[config.mk]
export PLATFORM = sky130hd
export DESIGN_NAME = riscv_alu_ctrl
export DESIGN_NICKNAME = d
export VERILOG_FILES = /design/src/rtl/riscv_alu_ctrl.sv
export SDC_FILE = /design/constraint.sdc
export NUM_CORES = 1
export LEC_CHECK = 0
export ABC_AREA = 0
export CAP_MARGIN = 40
export CORE_MARGIN = 1.5
export CORE_UTILIZATION = 45
export CTS_CLUSTER_DIAMETER = 120
export DETAILED_ROUTE_END_ITERATION = 6
export PLACE_DENSITY = 0.9
export SYNTH_ARGS = -nofsm -noshare
export SYNTH_HDL_FRONTEND = slang
export SYNTH_SLANG_ARGS = --single-unit
[constraint.sdc]
create_clock -name clk_i -period 2 [get_ports clk_i]
set_clock_uncertainty 0.05 [all_clocks]
set_input_delay 0.2 -clock clk_i [delete_from_list [all_inputs] [get_ports clk_i]]
set_output_delay 0.2 -clock clk_i [all_outputs]
set_load 0.02 [all_outputs]
[src/rtl/riscv_alu_ctrl.sv]
// Request/response sequencer for an external combinational ALU: registers one
// operation, captures the result a cycle later into a response FIFO.
// Optional macro RISCV_ALU_CTRL_OPCNT_EN adds a saturating completed-op counter (op_cnt_o).
module riscv_alu_ctrl #(
  parameter int NB_DATA   = 32,
  parameter int NB_OP     = 4,
  parameter int RSP_DEPTH = 2
) (
  input  logic               clk_i,
  input  logic               rst_i,
  input  logic               req_valid_i,
  output logic               req_ready_o,
  input  logic [NB_OP-1:0]   req_op_i,
  input  logic [NB_DATA-1:0] req_a_i,
  input  logic [NB_DATA-1:0] req_b_i,
  output logic [NB_OP-1:0]   alu_op_o,
  output logic [NB_DATA-1:0] alu_a_o,
  output logic [NB_DATA-1:0] alu_b_o,
  input  logic [NB_DATA-1:0] alu_p_i,
  output logic               rsp_valid_o,
  input  logic               rsp_ready_i,
  output logic [NB_DATA-1:0] rsp_data_o,
  output logic [NB_OP-1:0]   rsp_op_o
`ifdef RISCV_ALU_CTRL_OPCNT_EN
  ,
  output logic [15:0]        op_cnt_o
`endif
);

  localparam int PW = (RSP_DEPTH > 1) ? $clog2(RSP_DEPTH) : 1;
  localparam int CW = $clog2(RSP_DEPTH + 1);

  // Handshake: a transfer happens on a rising edge where valid and ready are
  // both high; valid never waits on ready, ready is a pure function of state.
  typedef enum logic {IDLE, EXEC} state_e;

  state_e               state_q, state_d;
  logic [NB_OP-1:0]     op_q, op_d;
  logic [NB_DATA-1:0]   a_q, a_d;
  logic [NB_DATA-1:0]   b_q, b_d;
  logic [NB_DATA-1:0]   data_mem_q [RSP_DEPTH];
  logic [NB_DATA-1:0]   data_mem_d [RSP_DEPTH];
  logic [NB_OP-1:0]     op_mem_q   [RSP_DEPTH];
  logic [NB_OP-1:0]     op_mem_d   [RSP_DEPTH];
  logic [PW-1:0]        wr_ptr_q, wr_ptr_d;
  logic [PW-1:0]        rd_ptr_q, rd_ptr_d;
  logic [CW-1:0]        cnt_q, cnt_d;

  logic fifo_empty, fifo_full, accept, push, pop;

  assign fifo_empty  = (cnt_q == '0);
  assign fifo_full   = (cnt_q == CW'(RSP_DEPTH));
  assign req_ready_o = !rst_i && (state_q == IDLE) && !fifo_full;
  assign accept      = req_valid_i && req_ready_o;
  assign push        = (state_q == EXEC);
  assign pop         = !fifo_empty && rsp_ready_i;

  assign alu_op_o    = op_q;
  assign alu_a_o     = a_q;
  assign alu_b_o     = b_q;
  assign rsp_valid_o = !fifo_empty;
  assign rsp_data_o  = fifo_empty ? '0 : data_mem_q[rd_ptr_q];
  assign rsp_op_o    = fifo_empty ? '0 : op_mem_q[rd_ptr_q];

  always_comb begin
    state_d    = state_q;
    op_d       = op_q;
    a_d        = a_q;
    b_d        = b_q;
    data_mem_d = data_mem_q;
    op_mem_d   = op_mem_q;
    wr_ptr_d   = wr_ptr_q;
    rd_ptr_d   = rd_ptr_q;
    cnt_d      = cnt_q + CW'(push) - CW'(pop);

    case (state_q)
      IDLE: if (accept) begin
        op_d    = req_op_i;
        a_d     = req_a_i;
        b_d     = req_b_i;
        state_d = EXEC;
      end
      EXEC: state_d = IDLE;
      default: state_d = IDLE;
    endcase

    // A push can never meet a full FIFO: accept was only allowed below depth.
    if (push) begin
      data_mem_d[wr_ptr_q] = alu_p_i;
      op_mem_d[wr_ptr_q]   = op_q;
      wr_ptr_d             = wr_ptr_q + PW'(1);
    end
    if (pop) begin
      rd_ptr_d = rd_ptr_q + PW'(1);
    end
  end

  always_ff @(posedge clk_i) begin
    if (rst_i) begin
      state_q  <= IDLE;
      op_q     <= '0;
      a_q      <= '0;
      b_q      <= '0;
      wr_ptr_q <= '0;
      rd_ptr_q <= '0;
      cnt_q    <= '0;
      for (int i = 0; i < RSP_DEPTH; i++) begin
        data_mem_q[i] <= '0;
        op_mem_q[i]   <= '0;
      end
    end else begin
      state_q    <= state_d;
      op_q       <= op_d;
      a_q        <= a_d;
      b_q        <= b_d;
      wr_ptr_q   <= wr_ptr_d;
      rd_ptr_q   <= rd_ptr_d;
      cnt_q      <= cnt_d;
      data_mem_q <= data_mem_d;
      op_mem_q   <= op_mem_d;
    end
  end

`ifdef RISCV_ALU_CTRL_OPCNT_EN
  logic [15:0] op_cnt_q, op_cnt_d;

  always_comb begin
    op_cnt_d = op_cnt_q;
    if (push && (op_cnt_q != 16'hFFFF)) begin
      op_cnt_d = op_cnt_q + 16'd1;
    end
  end

  always_ff @(posedge clk_i) begin
    if (rst_i) begin
      op_cnt_q <= '0;
    end else begin
      op_cnt_q <= op_cnt_d;
    end
  end

  assign op_cnt_o = op_cnt_q;
`endif

endmodule

==> key figures <==
Status
  – Status: finished clean

Yosys
  – Synth Area in Simple Gates: about a quarter
  – YS warnings: 0
  – Synth unique cells: 20
  – Synth Area in XOR/XNOR: less than 1%
  – Post-synthesis mux area share: between 15 and 20%
  – Synth Area in Compound Gates: between 5 and 6%
  – Main combinational cell family by area after synthesis: simple AND/OR/NAND/NOR gates
  – Mean Syn Cell Area: approximately 9 um^2
  – Cell Area, Synth: 6260 um^2
  – Syn nets: 821
  – Synth Area in Adders: 0.400%
  – Syn Inst Count: 715
  – Register area share after synthesis: 46.4%
  – Post-synthesis register bit count: about 150

Pwr
  – Clock network power share: about a third
  – Net load switching power: about 0.0029 W
  – Maximum VDD drop: 0.543 mV
  – Comb pwr share: between 30% and 40%
  – P_int: a little under 0.007 W
  – Power Total: ~0.0096 W
  – Pwr/cell area: 1050 nW/um^2
  – Register share of total power: approximately 36%
  – Pleak: 3.52 nW
  – Sw frac: 29.8%

Timing
  – Count of final setup violators: 0
  – Slew @ Worst Pin: 747 ps
  – Max-slew violation count: 0
  – Setup TNS: 0 ps
  – Setup ws final: between 70 and 80 ps
  – RSZ-0062 raised after global routing: no
  – Fmax: ~0.52 GHz
  – Relative slew slack: 50.2%
  – Fin crit period: 1920 ps
  – Fin crit share: 96.1%
  – Final Hold Fails: 0

Clocking
  – Htree depth: 4
  – Setup Fix Bufs, Post-CTS: 0
  – CTS tree: done
  – CTS max path bufs: 2
  – Clock-pin slew on the worst setup and hold paths: 60 ps
  – CTS buffer count: 17
  – Worst skew pair latency: 410 ps
  – Root buffer cell: clkbuf_16
  – Clock sinks: between 100 and 150

Route
  – 1st-iter DRT viols: between 300 and 400
  – Post-route ant nets: 0
  – Residual DRC: 0
  – DRT Pass-1 Iters: 4
  – Routed WL per cell: ~14 um
  – Vias/cell: 4.86
  – DR vias: around 5300
  – DRT Wirelength: between 15000 and 20000 um

Worst setup path
  – Crit. End Element: output pin
  – Worst EP required: ~1800 ps
  – RR Startpoint: cnt_q[0]
  – Reg2Reg Depth: 8
  – Startpoint Class: flop
  – R2R Setup Slk: ~270 ps
  – Worst reg2reg path endpoint: cnt_q[1]
  – Critical Path Fanout Max: 17
  – Worst Path Arrival: about 1700 ps
  – Setup CP Type: flop to output pin

Die
  – Row cnt: 42
  – Total die area: ~15000 um^2
  – CORE AREA: 13400 um^2
  – Initial Util: a little under half
  – Die W: around 120 um
  – I/O pins: 210
  – Height of the chip: ~120 um

Cells and area
  – Layout cells sized above 1: between 5 and 6%
  – N_diodes: 0
  – Area Overhead vs Synth: 46.0%
  – Nets: between 1000 and 1500

Global route
  – Initial antenna violation count: 0
  – Total track usage: between 20% and 30%
  – Vias in the first global route: roughly 5500
  – Total grt overflow: 0
  – Largest net degree at the start of global routing: 213
  – Global-route wire length before repair: between 20000 and 30000 um

Placed design
  – Worst slack, placed: ~140 ps
  – I/O Buffers: between 200 and 250
  – HPWL Detailed: 10300 um
  – Gpl congestion: between 0.7 and 0.8

Worst hold path
  – Hold Startpoint: rst_i
  – HP Class: primary input to flop
  – Hold path depth: 3
  – Hold endpoint: push

Run
  – Max_cap viols: 0
==> per-layer routing <==
layer  share of wire, %  vias to the layer above  track usage [%]
li1                   -                     2679                -
met1                 40                     2434             24.9
met2                 49                      175             39.1
met3                8.6                       23             8.18
met4                1.8                        0             9.34
met5                  0                        -                0
==> cell type report <==
type / count / area (um^2)
inverter: 4 / 15.0
clock buffer: 22 / 474
sequential: 145 / 2910
fill: 1069 / 4260
multi-input combinational: 513 / 3090
clock inverter: 10 / 133
tap: 176 / 220
timing repair buffer: 223 / 2300
==> worst max-delay path by stage <==
stage,start,end,slack (ps),cells after the start
2_1_floorplan,cnt_q[0],cnt_q[1],390,8
3_3_place_gp,rsp_ready_i,cnt_q[1],210,9
3_5_place_dp,rsp_ready_i,cnt_q[1],140,9
4_1_cts,cnt_q[0],rsp_data_o[21],50,4
5_1_grt,cnt_q[0],rsp_data_o[0],2,4
6_report,cnt_q[0],rsp_data_o[29],80,4
==> flip-flops by register name, summed over array words and instances, names as in the netlist <==
signal and count:
rd_ptr_q 1, cnt_q 2, alu_b_o 32, op_mem_q 8, push 1, alu_op_o 4
wr_ptr_q 1, data_mem_q 64, alu_a_o 32
==> cells in the mapped netlist (all sizes together) <==
| cell type | number | area share (%) |
|---|---|---|
| inv | 4 | 0.24 |
| mux2i | 104 | 17 |
| nor2 | 39 | 2.3 |
| dfxtp | 145 | 46 |
| buf | 30 | 2.9 |
| o21ai | 1 | 0.080 |
| ha | 2 | 0.40 |
| nor3b | 1 | 0.20 |
| and2 | 3 | 0.30 |
| clkbuf | 23 | 1.4 |
| nand2b | 137 | 14 |
| a21oi | 73 | 5.8 |
| xor2 | 2 | 0.28 |
| nor3 | 2 | 0.16 |
| nand2 | 146 | 8.8 |
| nor2b | 3 | 0.42 |
==> metrics by stage <==
stage,instance area [um^2],utilization [%],std cells,hold WS [ps]
final,9140,68.2,1093,95.3
after global routing,9140,68.2,1093,110
after CTS,9130,68.2,1093,89.8
after detailed placement,8540,63.7,1060,397
after global placement,8540,63.7,1060,391
after floorplan,6260,-,715,272
==> kinds of logic after synthesis <==
kind of cell               Yosys count
and+or+nand+nor                    331
DFF                                145
muxes                              104
AOI/OAI and AO/OA                   74
buffers and inverters               57
xor gates and xnor gates             2
adders and majority gates            2
==> critical path, stage by stage, from the launching register on <==
cell	delay, ps
dfxtp_2	350
nor2_4	210
bufbuf_16	330
nor2_1	50
dlygate4sd2_1	310
==> power groups by stage <==
stage                     Clock, W  Combinational [W]  Sequential [W]
after floorplan                  0            0.00139         0.00370
after global placement           0            0.00278         0.00347
after detailed placement         0            0.00281         0.00348
after CTS                  0.00329            0.00293         0.00344
after global routing       0.00343            0.00310         0.00348
final                      0.00324            0.00290         0.00344
==> cells in the final DEF, fill, tap and decap left out <==
cell	instances
a21oi_1	73
and2_1	3
buf_12	10
buf_4	4
bufbuf_16	1
bufinv_16	3
clkbuf_1	2
clkbuf_16	17
clkbuf_8	3
clkdlybuf4s15_1	1
clkdlybuf4s50_1	170
clkinv_2	4
clkinvlp_4	3
dfxtp_1	142
dfxtp_2	3
dlygate4sd2_1	37
ha_1	2
inv_1	4
mux2i_1	104
nand2_1	146
nand2b_1	137
nor2_1	38
nor2_4	1
nor2b_1	1
nor2b_2	1
nor2b_4	1
nor3_1	2
nor3b_4	1
o21ai_0	1
xor2_1	2
==> timing repair <==
item,in CTS,in global routing
pin swaps,1,0
resized for setup,40,2
gates cloned,1,0
setup endpoints to repair,38,7
hold buffers,0,0
(Power assumes the default switching activity.)
